## src/rtl/g2b_pkg.sv

```systemverilog
// Shared types and helpers for the iterative Gray-to-binary decoder.
`timescale 1ns/1ps
package g2b_pkg;

  typedef enum logic [1:0] {IDLE, BUSY, DONE} g2b_state_t;

  // Width of the chunk index counter; never narrower than one bit.
  function automatic int unsigned g2b_idx_width(input int unsigned n, input int unsigned bpc);
    int unsigned w;
    w = $clog2(n / bpc);
    return (w < 1) ? 1 : w;
  endfunction

endpackage

```

## src/rtl/g2b_chunk.sv

```systemverilog
// Combinational decode of one BPC-bit Gray chunk, prefix XOR running LSB upward.
`timescale 1ns/1ps
module g2b_chunk #(
  parameter int unsigned BPC = 2
) (
  input  logic [BPC-1:0] i_gray,
  input  logic           i_carry,
  output logic [BPC-1:0] o_bin,
  output logic           o_carry
);

  logic w_acc;

  always_comb begin
    o_bin = '0;
    w_acc = i_carry;
    for (int j = 0; j < BPC; j++) begin
      w_acc    = w_acc ^ i_gray[j];
      o_bin[j] = w_acc;
    end
    o_carry = o_bin[BPC-1];
  end

endmodule

```

## src/rtl/g2b_iter.sv

```systemverilog
// Iterative Gray-to-binary decoder: BPC bits per clock, valid/ready on both sides.
`timescale 1ns/1ps
module g2b_iter
  import g2b_pkg::*;
#(
  parameter int unsigned N   = 8,
  parameter int unsigned BPC = 2
) (
  input  logic         clk,
  input  logic         rst,
  input  logic [N-1:0] gray_in,
  input  logic         in_valid,
  output logic         in_ready,
  output logic [N-1:0] bin_out,
  output logic         out_valid,
  input  logic         out_ready
);

  localparam int unsigned NCHUNK = N / BPC;
  localparam int unsigned KW     = g2b_idx_width(N, BPC);

  if (N < 2 || BPC < 1 || BPC > N || (N % BPC) != 0) begin : g_bad_params
    $error("g2b_iter: N must be >= 2 and a multiple of BPC, with 1 <= BPC <= N");
  end

  g2b_state_t    r_state;
  logic [N-1:0]  r_gray;
  logic [N-1:0]  r_bin;
  logic          r_carry;
  logic [KW-1:0] r_k;
  logic          r_in_ready;
  logic          r_out_valid;

  logic [31:0]    w_base;
  logic [BPC-1:0] w_gray_chunk;
  logic [BPC-1:0] w_bin_chunk;
  logic           w_carry;
  logic           w_last;
  logic [N-1:0]   w_mask;
  logic [N-1:0]   w_ins;

  // Shifts instead of variable part-selects keep index widths clean.
  assign w_base       = 32'(r_k) * BPC;
  assign w_gray_chunk = BPC'(r_gray >> w_base);
  assign w_mask       = N'({BPC{1'b1}}) << w_base;
  assign w_ins        = N'(w_bin_chunk) << w_base;
  assign w_last       = (r_k == KW'(NCHUNK - 1));

  g2b_chunk #(
    .BPC (BPC)
  ) u_chunk (
    .i_gray  (w_gray_chunk),
    .i_carry (r_carry),
    .o_bin   (w_bin_chunk),
    .o_carry (w_carry)
  );

  always_ff @(posedge clk) begin
    if (rst) begin
      r_state     <= IDLE;
      r_gray      <= '0;
      r_bin       <= '0;
      r_carry     <= 1'b0;
      r_k         <= '0;
      r_in_ready  <= 1'b1;
      r_out_valid <= 1'b0;
    end else begin
      case (r_state)
        IDLE: begin
          if (in_valid) begin
            r_gray     <= gray_in;
            r_k        <= '0;
            r_carry    <= 1'b0;
            r_state    <= BUSY;
            r_in_ready <= 1'b0;
          end
        end
        BUSY: begin
          // Undecoded bits keep their previous value until their chunk arrives.
          r_bin   <= (r_bin & ~w_mask) | w_ins;
          r_carry <= w_carry;
          if (w_last) begin
            r_k         <= '0;
            r_state     <= DONE;
            r_out_valid <= 1'b1;
          end else begin
            r_k <= r_k + 1'b1;
          end
        end
        DONE: begin
          if (out_ready) begin
            r_state     <= IDLE;
            r_out_valid <= 1'b0;
            r_in_ready  <= 1'b1;
          end
        end
        default: begin
          r_state     <= IDLE;
          r_in_ready  <= 1'b1;
          r_out_valid <= 1'b0;
        end
      endcase
    end
  end

  assign in_ready  = r_in_ready;
  assign out_valid = r_out_valid;
  assign bin_out   = r_bin;

endmodule

```

## config.mk

```make
export PLATFORM = sky130hd
export DESIGN_NAME = g2b_iter
export DESIGN_NICKNAME = d
export VERILOG_FILES = /design/src/rtl/g2b_pkg.sv /design/src/rtl/g2b_chunk.sv /design/src/rtl/g2b_iter.sv
export SDC_FILE = /design/constraint.sdc
export NUM_CORES = 1
export LEC_CHECK = 0
export ABC_AREA = 1
export CAP_MARGIN = 20
export CORE_ASPECT_RATIO = 1.25
export CORE_MARGIN = 4
export CORE_UTILIZATION = 40
export CTS_CLUSTER_DIAMETER = 80
export DETAILED_ROUTE_END_ITERATION = 10
export SETUP_SLACK_MARGIN = 0.4
export SKIP_CTS_REPAIR_TIMING = 1
export SYNTH_ARGS = -nofsm -noshare
export SYNTH_HDL_FRONTEND = slang
export SYNTH_SLANG_ARGS = --single-unit
export TNS_END_PERCENT = 5
```

## constraint.sdc

```tcl
create_clock -name clk -period 1.4 [get_ports clk]
set_input_delay 0.42 -clock clk [delete_from_list [all_inputs] [get_ports clk]]
set_output_delay 0.42 -clock clk [all_outputs]
set_load 0.01 [all_outputs]
```

### Yosys cells after proc, flatten, opt, wreduce, memory -nomap -nowiden

Index checks and enable logic that the tools add are counted.

| operators by class | value |
|---|---|
| mux-type cells | 14 |
| reduce and logical (&&, ||, !) cells | 7 |
| shifts and indexed selects | 3 |
| add/sub/neg operators | 1 |
| equality and inequality tests | 6 |
| order comparisons | 0 |
| multiply operators | 0 |
| bitwise gates (word level) | 7 |
| divide/modulo/power cells | 0 |

Operator list:

| operator | count |
|---|---|
| $mux W2 | 5 |
| $reduce_and A3 Y1 | 3 |
| $and A8 B8 Y8 | 1 |
| $not A8 Y8 | 1 |
| $or A8 B8 Y8 | 1 |
| $shl A2 B3 Y8 | 1 |
| $shl A2 B3 Y8 const A | 1 |
| $shr A8 B3 Y2 | 1 |
| $ne A2 B2 Y1 const B | 3 |
| $pmux W1 S3 | 2 |
| $pmux W2 S3 | 1 |
| $eq A2 B2 Y1 const B | 2 |
| $mux W1 | 4 |
| $pmux W2 S2 | 1 |
| $reduce_and A2 Y1 | 2 |
| $add A2 B1 Y2 const B | 1 |
| $eq A2 B1 Y1 const B | 1 |
| $logic_not A2 Y1 | 1 |
| $not A1 Y1 | 2 |
| $pmux W1 S2 | 1 |
| $reduce_bool A2 Y1 | 1 |
| $xor A1 B1 Y1 | 2 |

| storage, ports and cells | value |
|---|---|
| word-level logic and storage cells | 45 |
| memories kept | 0 |
| input port bits | 12 |
| output and inout port bits | 10 |
| memory bits (read-only) | 0 |
| latch bits | 0 |
| memory bits (writable) | 0 |
| register bits after elaboration | 23 |

### Longest topological paths before layout

| logic depth | value |
|---|---|
| word-level depth | 5 |
| mapped depth | 10 |

### By module

A second synthesis with hierarchy kept.

| second synthesis, totals | value |
|---|---|
| cell total of the unflattened synthesis | 149 |
| area, all modules | 1069.8 um^2 |

By module, submodules not included:

| module | area each (um^2) | cells an instance | instances |
|---|---|---|---|
| g2b_iter | 1018.5 | 137 | 1 |
| g2b_chunk | 51.3 | 12 | 1 |

### Worst setup path after synthesis

No wires, ideal clock.

| path | value |
|---|---|
| path type | register -> register |
| start point | register r_k[0] |
| end point | register r_bin[1] (netlist: bin_out[1]) |
| period minus slack after synthesis | 1192 ps |
| path slack | 208 ps |
| buffers on the path | 1 |
| arrival | 1060 ps |
| stages on the path, launching flop included | 11 |
| path through | dfxtp_1 -> buf_6 -> inv_8 -> nand2_2 -> nand3_2 -> nand2_2 -> nand2_1 -> nand3_2 -> nand2_2 -> nand3_1 -> a21oi_1 |

| on the way | value |
|---|---|
| cells in the longest elaborated chain, start to end | 5 |
| elaborated cells on any way between the ends | 8 |

RTL lines:

| what | line | RTL |
|---|---|---|
| from (decl) | g2b_iter.sv:30 | `logic [KW-1:0] r_k;` |
| from (signal assigned) | g2b_iter.sv:87 | `r_k <= r_k + 1'b1;` |
| $shr A8 B3 Y2 | g2b_iter.sv:44 | `assign w_gray_chunk = BPC'(r_gray >> w_base);` |
| $xor A1 B1 Y1 (2 in a row) | g2b_chunk.sv:18 | `w_acc = w_acc ^ i_gray[j];` |
| $shl A2 B3 Y8 | g2b_iter.sv:46 | `assign w_ins = N'(w_bin_chunk) << w_base;` |
| $or A8 B8 Y8 * | g2b_iter.sv:80 | `r_bin <= (r_bin & ~w_mask) \| w_ins;` |
| to (signal assigned) | g2b_iter.sv:80 |  |
| to (decl) | g2b_iter.sv:28 | `logic [N-1:0] r_bin;` |

Mark *: on every way between the ends. The rest lies on a longest branch, timed or not.
A chain may end at the register's enable or synchronous reset.

### Worst setup path in the final report

| path | value |
|---|---|
| start point | register r_bin[2] (netlist: bin_out[2]) |
| end point | output port bin_out[2] |

RTL lines:

| what | line | RTL |
|---|---|---|
| to (decl) | g2b_iter.sv:14 | `output logic [N-1:0] bin_out,` |

No word-level cell between the ends.

==> results.md <==
- **Total Die Area** 3550 sq um
- **final worst-path cycle share** 89.5%
- **layout overhead on the synthesized area** 41.3%
- **boundary pin count** 22
- **maximum vdd ir drop** 0.620 mV
- **H-Tree Level Count** 1
- **main flop type after synthesis** sky130_fd_sc_hd__dfxtp_1
- **TritonRoute pass-1 iters** 4
- **count of antenna-violating nets left after detailed routing** 0
- **Worst setup SP type** flip-flop
- **overall die height** 65.6 um
- **count of inserted antenna diode cells** 0
- **power density of the placed cells** 914 nW/um^2
- **total clock sinks** 23
- **Layout fillers** 231
- **final weighted congestion in routability-driven placement** 0.769
- **wire length of the first global-routing pass** 3800 um
- **leakage power total** 0.709 nW
- **total of max-cap violations** 0
- **number of distinct standard cells referenced by the synthesized netlist** 20
- **Final Hold Vio Count** 0
- **top cells by area, synth** sky130_fd_sc_hd__dfxtp_1, sky130_fd_sc_hd__nor2_1, sky130_fd_sc_hd__o21ai_0
- **placeable core region** 2480 sq um
- **initial antenna violation count** 0
- **number of setup violations in the final report** 0
- **number of nets in the layout** 187
- **number of standard-cell rows in the floorplan** 20
- **most frequent cell after synthesis** sky130_fd_sc_hd__dfxtp_1
- **Slew headroom** 83.5%
- **cell type with the largest total area after synthesis** sky130_fd_sc_hd__dfxtp_1
- **endpoint class of the critical path** output pin
- **result of the run** completed
- **fraction of registers with async set/reset** 0%
- **post-route clock skew** 3.85 ps
- **Req. time, crit path** 980 ps
- **kind of critical path** flip-flop to output pin
- **nets in the synthesized netlist** 155
- **top achievable clock speed** 798 MHz
- **setup repair after global routing missed its margin** true
- **post-DR wirelength/cell** 11.4 um
- **Min Clock Period, post-route** 1250 ps
- **Synth top area share** 43.3%
- **FF+latch count, synth** 23
- **overall routing resource usage** 14.7%
- **Critical Path, Cell by Cell** dlymetal6s2s_1
- **# port buffers** 21
- **clock transition at the registers of the reported paths** 130 ps
- **maximum buffer depth of the clock tree** 2
- **vias in the first global route** 932
- **Buf+Inv Stages, Crit Path** 1
- **Setup WS post-layout** 147 ps
- **commonest cells in the synthesized netlist** sky130_fd_sc_hd__dfxtp_1, sky130_fd_sc_hd__nor2_1, sky130_fd_sc_hd__nand2_1
- **library cell used as clock root buffer** sky130_fd_sc_hd__clkbuf_4
- **detailed router's first-iteration violation count** 20
- **Worst Max-Slew Pin Slew** 246 ps
- **biggest fanout along the worst timing path** 2
- **sum of routed wire length over all layers** 2320 um
- **peak per-stage delay on the critical path** 350 ps
- **total grt overflow** 0
- **total vias in the final route** 963
- **cell type group with the largest total delay on the critical path** flip-flops
- **TritonCTS clock tree** done
- **x dimension of the die** 54.1 um
- **remaining routing DRC violations** 0
- **smallest hold slack** 453 ps
- **worst-skew pair later-pin latency** 320 ps
- **mean area per synthesized cell** 7.64 sq um
- **sequential fraction of the synthesis area** 43.3%
- **pin count of the biggest net entering global routing** 14
- **Final Max Tran Viols** 0
- **Via density** 4.74
- **TritonCTS Buffers** 3
- **EDFF count, synth** 0
- **HPWL after DPL** 1750 um
- **worst slack, placed** -120 ps
- **post-synthesis cell area** 1060 sq um
- **Max stage delay cell, worst path** sky130_fd_sc_hd__dfxtp_1
- **effective utilization at floorplan** 42.9%
- **Critical Path AT** 830 ps
- **layout cells sized above 1** 30.0%
- **post-synthesis cell count** 139
- **number of warning messages in the yosys log** 0
- **worst min-delay path category** flip-flop to flip-flop
-- power by group --
| group | switching [W] | total, W | internal (W) |
|---|---|---|---|
| clock | 0.000206 | 0.000313 | 0.000107 |
| sequential | 0.0000351 | 0.000727 | 0.000692 |
| combinational | 0.000183 | 0.000333 | 0.000149 |
| total | 0.000424 | 0.00137 | 0.000948 |
-- routing by layer --
layer / share of wire [%] / up-vias / GRT usage [%]
met1: 39 / 429 / 15.0
met2: 55 / 17 / 27.0
met4: 2.5 / 0 / 8.41
met5: 0 / - / 0
li1: - / 512 / -
met3: 3.4 / 5 / 2.04
-- sequential cells by signal, indices dropped and copies added, names as in the netlist --
register and cells:
r_gray 8, r_state 2, in_ready 1, out_valid 1, r_carry 1, r_k 2, bin_out 8
-- area by class of cell --
| type | count | area, sq um | area share, % |
|---|---|---|---|
| multi-input cells | 99 | 617 | 41.1 |
| clock inverters | 1 | 5.00 | 0.333 |
| well taps | 33 | 41.3 | 2.75 |
| repair buffers | 30 | 280 | 18.7 |
| flip-flops and latches | 23 | 470 | 31.3 |
| inverters | 14 | 65.1 | 4.33 |
| clock buffers | 3 | 22.5 | 1.50 |
-- metrics by stage --
stage	power (W)	util (%)	std cells	cell area, sq um	TNS [ps]
2_1_floorplan	0.000918	-	139	1060	0
3_3_place_gp	0.00102	54.4	197	1350	-654
3_5_place_dp	0.00102	54.4	197	1350	-867
4_1_cts	0.00135	55.5	201	1380	-2480
5_1_grt	0.00147	60.6	203	1500	0
6_report	0.00137	60.6	203	1500	0
-- kinds of logic (layout without fill, tap and decap cells) --
group / count (synthesis) / in the layout / synth area share [%]
and+or+nand+nor: 65 / 65 / 29.8
adders and majority gates: 4 / 4 / 4.71
DFF: 23 / 23 / 43.3
buffers and inverters: 17 / 48 / 7.54
AOI/OAI and AO/OA: 30 / 30 / 14.6
-- worst paths after layout --
path,to,slack (ps),from,depth (start not counted)
worst max register to register,bin_out[7],150,r_k[0],8
worst min-delay path,out_valid,450,out_valid,2
worst min register to register,out_valid,450,out_valid,2
worst max-delay path,bin_out[2],150,bin_out[2],1
-- layout by cell type (no fill, tap or decap), drive strengths merged --
cell,instances
a211oi,1
a21o,1
a21oi,13
buf,9
clkbuf,6
clkdlybuf4s50,11
clkinv,2
dfxtp,23
dlymetal6s2s,7
ha,4
inv,13
nand2,27
nand3,13
nor2,24
nor3,1
o21ai,15
No activity file was read; power rests on OpenSTA's default activity.
